$ cat src/rtl/data_stream_packer_if.sv
// Stream bundle for data_stream_packer: 16-bit input side, 32-bit output side.
// The "slave" modport is the packer's view; "master" is the view of whatever drives it.
interface data_stream_packer_if;
  logic [15:0] s_tdata;
  logic        s_tvalid;
  logic        s_tready;
  logic [31:0] m_tdata;
  logic        m_tvalid;
  logic        m_tready;
  logic        m_tlast;

  modport slave (
    input  s_tdata, s_tvalid, m_tready,
    output s_tready, m_tdata, m_tvalid, m_tlast
  );

  modport master (
    output s_tdata, s_tvalid, m_tready,
    input  s_tready, m_tdata, m_tvalid, m_tlast
  );
endinterface

$ cat src/rtl/data_stream_packer.sv
// Packs pairs of 16-bit stream words into 32-bit beats (first word in the low
// half), marks every PKT_LEN-th beat with m_tlast and counts completed packets.
module data_stream_packer #(
  parameter int unsigned PKT_LEN = 4
) (
  input  logic                 clk,
  input  logic                 reset_n,
  data_stream_packer_if.slave  bus,
  output logic [15:0]          pkt_cnt,
  output logic                 busy
);

  localparam int unsigned BW = (PKT_LEN > 1) ? $clog2(PKT_LEN) : 1;
  localparam logic [BW-1:0] LAST_BEAT = BW'(PKT_LEN - 1);

  typedef enum logic {
    EMPTY = 1'b0,
    HALF  = 1'b1
  } state_t;

  state_t        r_state;
  logic [15:0]   r_low;
  logic [31:0]   r_data;
  logic          r_valid;
  logic          r_last;
  logic [BW-1:0] r_beat;
  logic [15:0]   r_pkt_cnt;

  logic          w_s_tready;
  logic          w_in_hs;
  logic          w_out_hs;
  logic [BW-1:0] w_beat_next;

  // Handshakes and the beat index the next loaded word will carry.
  // r_beat tracks the pending word (or the next one if none is pending), so a
  // reload in the same cycle as an output handshake takes the advanced index.
  always_comb begin
    w_s_tready  = reset_n & ((r_state == EMPTY) | ~r_valid | bus.m_tready);
    w_in_hs     = bus.s_tvalid & w_s_tready;
    w_out_hs    = r_valid & bus.m_tready;
    w_beat_next = r_beat;
    if (w_out_hs) begin
      w_beat_next = (r_beat == LAST_BEAT) ? '0 : r_beat + 1'b1;
    end
  end

  // Packing FSM with registered output word, tlast, beat and packet counters.
  always_ff @(posedge clk or negedge reset_n) begin
    if (!reset_n) begin
      r_state   <= EMPTY;
      r_low     <= '0;
      r_data    <= '0;
      r_valid   <= 1'b0;
      r_last    <= 1'b0;
      r_beat    <= '0;
      r_pkt_cnt <= '0;
    end else begin
      r_beat <= w_beat_next;
      if (w_out_hs && r_last) begin
        r_pkt_cnt <= r_pkt_cnt + 16'd1;
      end

      if (w_in_hs && (r_state == HALF)) begin
        r_data  <= {bus.s_tdata, r_low};
        r_valid <= 1'b1;
        r_last  <= (w_beat_next == LAST_BEAT);
      end else if (w_out_hs) begin
        r_valid <= 1'b0;
        r_last  <= 1'b0;
      end

      if (w_in_hs) begin
        case (r_state)
          EMPTY: begin
            r_low   <= bus.s_tdata;
            r_state <= HALF;
          end
          HALF: begin
            r_state <= EMPTY;
          end
          default: r_state <= EMPTY;
        endcase
      end
    end
  end

  // Output drive; registers are already zero under reset, s_tready is gated.
  always_comb begin
    bus.s_tready = w_s_tready;
    bus.m_tdata  = r_data;
    bus.m_tvalid = r_valid;
    bus.m_tlast  = r_last;
    pkt_cnt      = r_pkt_cnt;
    busy         = (r_state == HALF) | r_valid;
  end

endmodule
$ cat src/flat_wrapper.sv
// flat-port wrapper written by rule: the top's interface ports become plain ports
module data_stream_packer_flat 
#(
  parameter int unsigned PKT_LEN = 4
)
  (clk, reset_n, pkt_cnt, busy, bus_s_tdata, bus_s_tvalid, bus_m_tready, bus_s_tready, bus_m_tdata, bus_m_tvalid, bus_m_tlast);
  data_stream_packer_if bus_i ();
  input  logic clk;
  input  logic reset_n;
  output logic [15:0] pkt_cnt;
  output logic busy;
  input wire logic [$bits(bus_i.s_tdata)-1:0] bus_s_tdata;
  input wire logic [$bits(bus_i.s_tvalid)-1:0] bus_s_tvalid;
  input wire logic [$bits(bus_i.m_tready)-1:0] bus_m_tready;
  output wire logic [$bits(bus_i.s_tready)-1:0] bus_s_tready;
  output wire logic [$bits(bus_i.m_tdata)-1:0] bus_m_tdata;
  output wire logic [$bits(bus_i.m_tvalid)-1:0] bus_m_tvalid;
  output wire logic [$bits(bus_i.m_tlast)-1:0] bus_m_tlast;
  assign bus_i.s_tdata = bus_s_tdata;
  assign bus_i.s_tvalid = bus_s_tvalid;
  assign bus_i.m_tready = bus_m_tready;
  assign bus_s_tready = bus_i.s_tready;
  assign bus_m_tdata = bus_i.m_tdata;
  assign bus_m_tvalid = bus_i.m_tvalid;
  assign bus_m_tlast = bus_i.m_tlast;
  data_stream_packer #(.PKT_LEN(PKT_LEN)) u_core (.clk(clk), .reset_n(reset_n), .bus(bus_i), .pkt_cnt(pkt_cnt), .busy(busy));
endmodule
$ cat config.mk
export PLATFORM = sky130hd
export DESIGN_NAME = data_stream_packer_flat
export DESIGN_NICKNAME = d
export VERILOG_FILES = /design/src/rtl/data_stream_packer_if.sv /design/src/rtl/data_stream_packer.sv /design/src/flat_wrapper.sv
export SDC_FILE = /design/constraint.sdc
export NUM_CORES = 1
export LEC_CHECK = 0
export CAP_MARGIN = 20
export CORE_ASPECT_RATIO = 0.5
export CORE_MARGIN = 1
export CORE_UTILIZATION = 49
export DETAILED_ROUTE_END_ITERATION = 8
export PLACE_DENSITY_LB_ADDON = 0.12
export SETUP_SLACK_MARGIN = 0.15
export SLEW_MARGIN = 20
export SYNTH_ARGS = -nofsm -noshare
export SYNTH_HDL_FRONTEND = slang
export SYNTH_SLANG_ARGS = --single-unit
$ cat constraint.sdc
create_clock -name clk -period 1.7 [get_ports clk]
set_clock_uncertainty 0.15 [all_clocks]
set_input_delay 0.34 -clock clk [delete_from_list [all_inputs] [get_ports clk]]
set_output_delay 0.34 -clock clk [all_outputs]
set_load 0.01 [all_outputs]
Word level (Yosys, flattened, before mapping). Index checks and enable logic that the tools add are counted.

Add/sub/neg operators: 2. Equality and inequality tests: 2. Mux-type cells: 6. Bitwise logic cells: 8. Reduce and logical (&&, ||, !) cells: 4.

Operators by type and width (number): 16-bit by 1-bit adder with 16-bit output, second input constant (1); 2-bit == test, second input constant (2); 2-bit two-way mux (2); 1-bit bitwise AND (3); 1-bit two-way mux (3); 1-bit OR (3); 2-bit by 1-bit adder with 2-bit output, second input constant (1); 1-bit logical AND (2); 1-bit NOT (2); 1-bit one-hot mux with 2 select lines (1); 2-bit AND reduction (1); 2-bit nonzero test (1).

Register bits after elaboration: 69. Input port bits: 20. Output and inout bits: 52. Logic and storage cells: 29.

Depth between registers and ports, before layout. Gate-level depths: netlist (run 1).

Depth in word-level cells: 7. Mapped depth: 6. Gate-level depth less buffers: 5.

Worst setup path before layout (run 1). Ideal clock, no wire load.

Path kind: reg2reg. Start: register u_core.r_pkt_cnt[0] (netlist: u_core.pkt_cnt[0]). End: register u_core.r_pkt_cnt[12] (netlist: u_core.pkt_cnt[12]). Setup time: 0.125 ns. Arrival time: 1.343 ns. Data required time: 1.425 ns. Setup slack: 0.082 ns. Stages on the path, launching flop included: 6. Path buffers: 0. Period minus slack after synthesis: 1.618 ns. Path through: dfrtp_1 -> ha_1 -> nand3_1 -> nor4_4 -> nand3_1 -> xnor2_1.

Longest elaborated chain between the ends: 1.

Ends and longest elaborated chain: start: declaration (RTL line data_stream_packer.sv:27) `logic [15:0] r_pkt_cnt;`; start signal: assignment (RTL line data_stream_packer.sv:60) `r_pkt_cnt <= r_pkt_cnt + 16'd1;`; 16-bit by 1-bit adder with 16-bit output (RTL line data_stream_packer.sv:60).

Every way passes these cells. A chain may end at the register's enable or synchronous reset.

Worst setup path in the final report (run 1).
Start: register u_core.r_valid (netlist: u_core.bus.m_tvalid). End: output port bus_s_tready.

Longest elaborated chain between the ends: 4.

Ends and longest elaborated chain: start: declaration (RTL line data_stream_packer.sv:24) `logic r_valid;`; start signal: assignment (RTL line data_stream_packer.sv:53) `r_valid <= 1'b0;`; start signal: assignment (RTL line data_stream_packer.sv:65) `r_valid <= 1'b1;`; start signal: assignment (RTL line data_stream_packer.sv:68) `r_valid <= 1'b0;`; 1-bit NOT (RTL line data_stream_packer.sv:38) `w_s_tready = reset_n & ((r_state == EMPTY) | ~r_valid | bus.m_tready);`; 1-bit OR (2 in series) (RTL line data_stream_packer.sv:38); 1-bit bitwise AND (RTL line data_stream_packer.sv:38); end: declaration (RTL line flat_wrapper.sv:15) `output wire logic [$bits(bus_i.s_tready)-1:0] bus_s_tready;`.

Every way passes these cells.

==> results of run 1 <==
logic make-up after synthesis:
logic type | after synthesis | synth area share
flip-flops | 69 | 0.599
multiplexers | 50 | 0.232
AND/OR/NAND/NOR | 39 | 0.0881
XOR/XNOR | 15 | 0.0456
buffers and inverters | 6 | 0.0187
AO/OA/AOI/OAI | 4 | 0.00868
adder cells (fa/ha/maj) | 2 | 0.00868
flip-flops by register name, indices dropped and copies added (netlist names):
signal,count
u_core.r_low,16
u_core.r_state,1
u_core.bus.m_tlast,1
u_core.bus.m_tvalid,1
u_core.bus.m_tdata,32
u_core.pkt_cnt,16
u_core.r_beat,2
cell usage in the layout, fill, tap and decap left out, drive strengths merged, types with 3 or more instances in the layout:
cell           synthesis  final
xnor2                  9      9
nor3                   3      3
nand4                  3      3
buf                    5     41
clkbuf                 0     11
dfrtp                 69     69
nand2                  8      8
dlygate4sd2            0     43
clkdlybuf4s15          0      7
xor2                   6      6
bufinv                 0      5
nand3                 12     12
mux2                  50     50
nor2                   4      4
clkdlybuf4s50          0     17
metal layers:
| layer | track usage | vias to the layer above |
|---|---|---|
| met5 | 0 | - |
| met4 | 0.0686 | 0 |
| met3 | 0.0778 | 10 |
| met2 | 0.357 | 59 |
| met1 | 0.257 | 983 |
| li1 | - | 882 |
final cells by class:
type	count	area, um2
Clock buffer	10	239
Clock inverter	6	158
Fill cell	338	1110
Inverter	1	3.75
Multi-Input combinational cell	110	1220
Sequential cell	69	1740
Tap cell	73	91.3
Timing Repair Buffer	110	1020
power by group:
part           internal (mW)  leakage [nW]  switching, mW  total, mW
logic                   1.15          1.23          0.690       1.84
registers               2.18         0.844          0.329       2.51
clock network           1.77         0.189          0.701       2.47
worst paths after layout:
check / end / depth (start not counted)
max in group asynchronous: u_core.bus.m_tdata[19] / 3
setup / recovery: bus_s_tready / 4
setup reg to reg: u_core.bus.m_tdata[27] / 6
hold / removal: u_core.r_beat[1] / 2
min in group clk: u_core.bus.m_tvalid / 3
hold reg to reg: u_core.pkt_cnt[12] / 1
per-stage QoR:
step                instance area [um2]  TNS [ps]  utilization  setup WS [ps]  instances
floorplan                          2890         0            -            201        185
global placement                   3790    -12320        0.678           -394        340
detailed placement                 3790    -12900        0.678           -389        340
CTS                                4360         0        0.781           38.1        374
global route                       4470     -6.23        0.801          -6.23        379
finish                             4470         0        0.801           47.1        379
critical path: cells and delay by family (launching register included):
family,cells,cell delay [ps]
buf+inv,2,240
flops,1,380
compound gates,1,170
simple gates,1,50
repair_timing:
item	in CTS	in global routing
hold buffers	1	0
setup buffers	15	5
endpoints found under the hold margin	25	0
endpoints found under the setup margin	93	49
pin swaps	8	5
gates cloned	2	0
resized for setup	75	29
==> results.txt, run 1 <==
Sorting the synthesized cells by area gives the leading types as sky130_fd_sc_hd__dfrtp_1 60%, sky130_fd_sc_hd__mux2_4 15%, sky130_fd_sc_hd__mux2_1 5.5%, sky130_fd_sc_hd__mux2_2 3.1%, sky130_fd_sc_hd__xnor2_1 2.7%. TritonCTS built the clock tree. At the pin with the least slew margin, the transition time is 539 ps.

The run gives 0.599 as the register area share after synthesis. The register clock-pin slew on the reported worst setup and hold paths was 60 ps; the later-pin clock latency in the skew report was 330 ps. In the detailed route, the total length drawn on met2 is 3260 um.

The number of violations of the max-capacitance limit came out at 0. The critical path in this run is classified as register to primary output. The worst path needs 1650 ps of the cycle, external delays included. The number of I/O port buffers came out at 71.

On the critical path, the stage with the largest delay is an instance of sky130_fd_sc_hd__dfrtp_2. The number of endpoints with negative hold slack in the final report is 0, and the total leakage power is 2.26 nW. During synthesis, Yosys emitted a total of 0 warnings.

The area growth from synthesis to layout is 55.1%. For the minimum setup slack among reg-to-reg paths, the log shows 120 ps. The run gives 0.212 as the total routing usage reported by global routing. In this run the power density over the cells is 1520 nW/um2. Total power for the finished layout comes to 6.82 mW. Pin placement for this block handled 72 I/O pins. The detailed-route vias per instance is 5.10, and the routability congestion estimate from global placement is 0.813. For the worst setup path, the data arrival time is 1160 ps. The maximum fanout count along the critical path was 3; the number of failing setup endpoints in the final timing report was 0.

Number of H-tree branching levels: 3. In this run the worst setup path begins at u_core.bus.m_tvalid. The uppermost metal layer occupied by signal nets was met4.

The cell with the most instances after synthesis was sky130_fd_sc_hd__dfrtp_1. The synthesized design contains 0 enable-type register cells. The final layout contains routed wiring with a total length of 6460 um.

The largest incremental delay on the critical path was 380 ps. Peak supply drop: 0.00109 V. In the final routing, the length of wire on met1 measures 2790 um.

The net count of the finished layout is 323, and the required time of the critical path is 1210 ps. In the routed design, unresolved DRC markers number 0. The path class of the tightest hold or removal check is primary input to async pin. The mean cell area of the mapped netlist is 15.6 um2. For this run, the leading register cell type out of synthesis is sky130_fd_sc_hd__dfrtp_1. The row count was 19. The element type at the critical path start is a register. The worst setup path is captured at a primary output. The initial antenna violation count came out at 0.

The length of routed met3 wiring was 315 um. Setup repair after global routing could not meet its margin everywhere. Summed over all instances, the cell type with the most area after synthesis is sky130_fd_sc_hd__dfrtp_1.

In this run the critical register-to-register path is launched from u_core.bus.m_tvalid. The mapped cell area came out at 2880 um2. The first detailed-routing pass took 4 iterations.

The share of Yosys cell area claimed by the top area cell type came out at 0.599. The ratio of final minimum period to clock period is 0.972, and the number of nets with antenna violations after detailed routing is 0. Share of async-settable or async-resettable flops after synthesis: 1.00. The tools report the final hold slack as 13.9 ps. The pin count of the biggest net entering global routing came out at 45. The logs give 5590 um2 for the core region area and 0 for the total inserted antenna cells. The share of post-route cells with drive strength above 1 is 0.399, and the maximum achievable frequency is 605 MHz. The critical path goes through buf_6 > nand2b_4 > o21a_1 > buf_2.

By count the netlist is led by 69 x sky130_fd_sc_hd__dfrtp_1, 28 x sky130_fd_sc_hd__mux2_4, 14 x sky130_fd_sc_hd__mux2_1. The chip width is 110 um, and the detailed-route via count is 1,934. The die is 56.3 um tall. The number of nets handed over by synthesis was 207.

The flow ran to the end, and the final reports show no timing, DRC or antenna violations. The initial standard-cell utilization of the core was 0.516; the number of synthesized register bits was 69. The maximum buffer depth of the clock tree is 2, and the count of distinct cell types in the synthesized netlist is 28. The floorplan step defined a die boundary enclosing 6220 um2.

The run gives 2,029 as the via count of the first global-routing pass. The logs give 0 for the final global-route overflow total and 9980 um for the wire length of the first global-routing pass. The gate count of the mapped netlist is 185, and the number of buffers added by the clock tree synthesis step is 9. Detailed placement ended at an HPWL of 3690 um. After detailed routing, the average wire length per cell comes to 17.1 um. For this block, the initial DRC count from the detailed router was 59. The tools report the tightest slew margin relative to the limit as 0.641.

The tools report the clock root buffer as sky130_fd_sc_hd__clkbuf_16. Counting every sink on the clock net gives 69. For the number of pins with negative max-slew slack in the final report, the log shows 0.
No activity file was read; power rests on OpenSTA's default activity.
==> inputs of run 2 (changes only) <==
CORE_MARGIN = default   (was 1)
==> results of run 2 <==
The final DEF is identical to that of run 1; final timing and power are the same.
==> inputs of run 3 (changes only) <==
CORE_MARGIN = 5   (was default)
CORE_UTILIZATION = 56   (was 49)
DONT_BUFFER_PORTS = 1   (was default)
clock period = 2.1 ns   (was 1.7 ns; I/O delays follow)
==> run 3 against run 2 <==
  * Cell area shrank 30%
  * Combinational power shrank 64%
  * Critical endpoint unchanged
  * Critical path type unchanged
  * Worst setup slack gained 290 ps
  * Sequential share of layout area grew 17 points
  * Clock power shrank 64%
  * Global-route usage shrank 5.1 points
  * The flow now finishes with violations (negative hold slack)
  * Total power shrank 45%
  * Highest routed layer unchanged
  * Flip-flop and latch count is the same
  * Sequential power shrank 11%
  * Non-clock buffer count shrank 107
  * Die area grew 9.0%
==> results.txt, run 3 (synthesis results as in run 1) <==
The required time of the critical path is 1530 ps (+320 ps). TritonCTS built the clock tree. The tightest slew margin relative to the limit came out at 0.783 (+0.142).

The number of cells on the worst reg-to-reg path is 5 (-1). The run gives 0 (-15) as the number of setup buffers added after CTS. The chip width is 111 um (+0.90%).

The maximum buffer depth of the clock tree was 2 (unchanged); the register clock-pin slew on the reported worst setup and hold paths was 70 ps (about the same). The tools report the number of failing setup endpoints in the final timing report as 0 (unchanged). The endpoint identified for the worst register-to-register timing path is u_core.pkt_cnt[12]. The final core utilization was 0.629 (-0.172); the core region area was 4950 um2 (-11%). The tools report the number of buffers added by the clock tree synthesis step as 9 (unchanged). The number of I/O port buffers was 0 (-100%); the net count of the finished layout was 216 (-33%). The startpoint identified for the worst register-to-register timing path is u_core.pkt_cnt[0]. The run gives 0.582 (+0.0658) as the initial standard-cell utilization of the core.

The wire length of the first global-routing pass was 8200 um (-18%); the minimum setup slack among reg-to-reg paths was 340 ps (+220 ps). The later-pin clock latency in the skew report came out at 330 ps (about the same). Setup repair after global routing left no endpoint under its margin.

For the detailed-route via count, the log shows 1,439 (-26%). The tools report the total negative slack for setup checks as 0 ps (unchanged). The logs give 1.51 nW (-33%) for the total leakage power and 0 (unchanged) for the initial antenna violation count. The run gives 121 (+110%) as the initial detailed-routing violation count. The library cell used most frequently in the layout, excluding fill and tap cells, is sky130_fd_sc_hd__dfrtp_1. The actual slew at the worst max-slew pin is 323 ps (-216 ps), and the minimum clock period is 1760 ps. In the layout the commonest cells are 68 x sky130_fd_sc_hd__dfrtp_1, 28 x sky130_fd_sc_hd__mux2_4, 14 x sky130_fd_sc_hd__mux2_1. The tools report the peak supply drop as 0.000678 V (-38%). The tree is rooted in a sky130_fd_sc_hd__clkbuf_8.

STA classifies the critical path endpoint as a primary output. The final hold slack is -375 ps (-389 ps). The logs give 69 (unchanged) for the number of sinks on the clock net and 0 (unchanged) for the final routed DRC violation total.

For the first-pass detailed-route iteration total, the log shows 4 (unchanged). The die extent in y is 60.7 um (+8.0%). The flip-flop count of the largest register after layout works out to 32 (unchanged). The number of nets with antenna violations after detailed routing is 0 (unchanged).

The category of the most critical setup path is register to primary output. Timing would allow up to 567 MHz. For the number of pins with negative max-slew slack in the final report, the log shows 0 (unchanged). Compared with the post-synthesis result, the final layout area differs by 7.98%.

The ratio of final minimum period to clock period came out at 0.840. The total routing usage reported by global routing was 0.161 (-0.0514); the number of H-tree branching levels was 3 (unchanged). The sum of net half-perimeters after detailed placement came out at 3320 um (-10%).

The number of filler cells placed in the layout came out at 372 (+10%). The via count of the first global-routing pass was 1,577 (-22%); the power density of the placed cells was 1210 nW/um2 (-21%). The number of ports placed on the die boundary was 72 (unchanged). The flow ran to the end, but the final reports show violations. The endpoint arrival time on the critical path was 1190 ps (+30 ps); the wire length per cell was 18.3 um (+7.2%). In this run the worst hold path is classified as primary input to async pin.

The checks that failed: negative hold slack. The detailed-route vias per instance works out to 5.39 (+5.6%). The worst setup path is launched from a register.

The number of endpoints with negative hold slack in the final report came out at 69 (+69). For the pin count of the biggest net entering global routing, the log shows 73 (+62%). The maximum fanout count along the critical path is 7 (+4), and the final global-route overflow total is 0 (unchanged). The total inserted antenna cells came out at 0 (unchanged).

The number of violations of the max-capacitance limit is 0 (unchanged), and the share of post-route cells with drive strength above 1 is 0.315 (-0.0840). The row count was 18 (-1). For the routability congestion estimate from global placement, the log shows 0.764 (-6.1%).

The wire length after detailed routing is 4880 um (-25%), and the die area is 6770 um2 (+9.0%).
run 3: power breakdown:
part / switching, mW / internal [mW]
Clock: 0.469 / 0.408
Combinational: 0.173 / 0.484
Sequential: 0.478 / 1.76
Total: 1.12 / 2.65
run 3: final cells by class:
type / count / area (um2) / area share
clock buffers: 9 / 124 / 0.0398
clock inverters: 5 / 30.0 / 0.00964
well taps: 70 / 87.6 / 0.0281
multi-input cells: 110 / 1110 / 0.355
repair buffers: 3 / 35.0 / 0.0112
inverters: 1 / 3.75 / 0.00121
flip-flops and latches: 69 / 1730 / 0.555
run 3: what timing repair did:
item | 4_1_cts | 5_1_grt
endpoints found under the setup margin | 0 | 1
hold endpoints to repair | 69 | 69
resized for setup | 0 | 1
run 3: how the worst max path moves through the flow:
stage	end	slack, ps	startpoint	cells past startpoint
2_1_floorplan	u_core.pkt_cnt[12]	480	u_core.pkt_cnt[0]	5
3_3_place_gp	u_core.pkt_cnt[12]	380	u_core.pkt_cnt[0]	5
3_5_place_dp	u_core.pkt_cnt[12]	330	u_core.pkt_cnt[0]	5
4_1_cts	bus_s_tready	200	u_core.bus.m_tvalid	2
5_1_grt	u_core.pkt_cnt[12]	170	u_core.pkt_cnt[0]	5
6_report	bus_s_tready	340	u_core.bus.m_tvalid	2
run 3: metrics by stage:
stage                     setup WS (ps)  instances  hold WS [ps]  power, mW  instance area, um2
final                               335        267          -375       3.77                3110
after global routing                172        267          -414       3.99                3110
after CTS                           200        267          -396       3.82                3110
after detailed placement            331        253         -23.9       2.93                2960
after global placement              376        253         -23.9       2.89                2960
after floorplan                     482        185         -25.6       2.75                2880
run 3: critical path, cell delays in order (launching register included):
cell and delay [ps]:
sky130_fd_sc_hd__dfrtp_2 490, sky130_fd_sc_hd__nand2b_1 140, sky130_fd_sc_hd__o21a_1 240
run 3: layer usage:
metal,vias up,share of wire,GRT usage
li1,655,-,-
met4,0,0.013,0.0728
met5,-,0,0
met2,48,0.47,0.260
met3,9,0.093,0.0807
met1,727,0.42,0.186
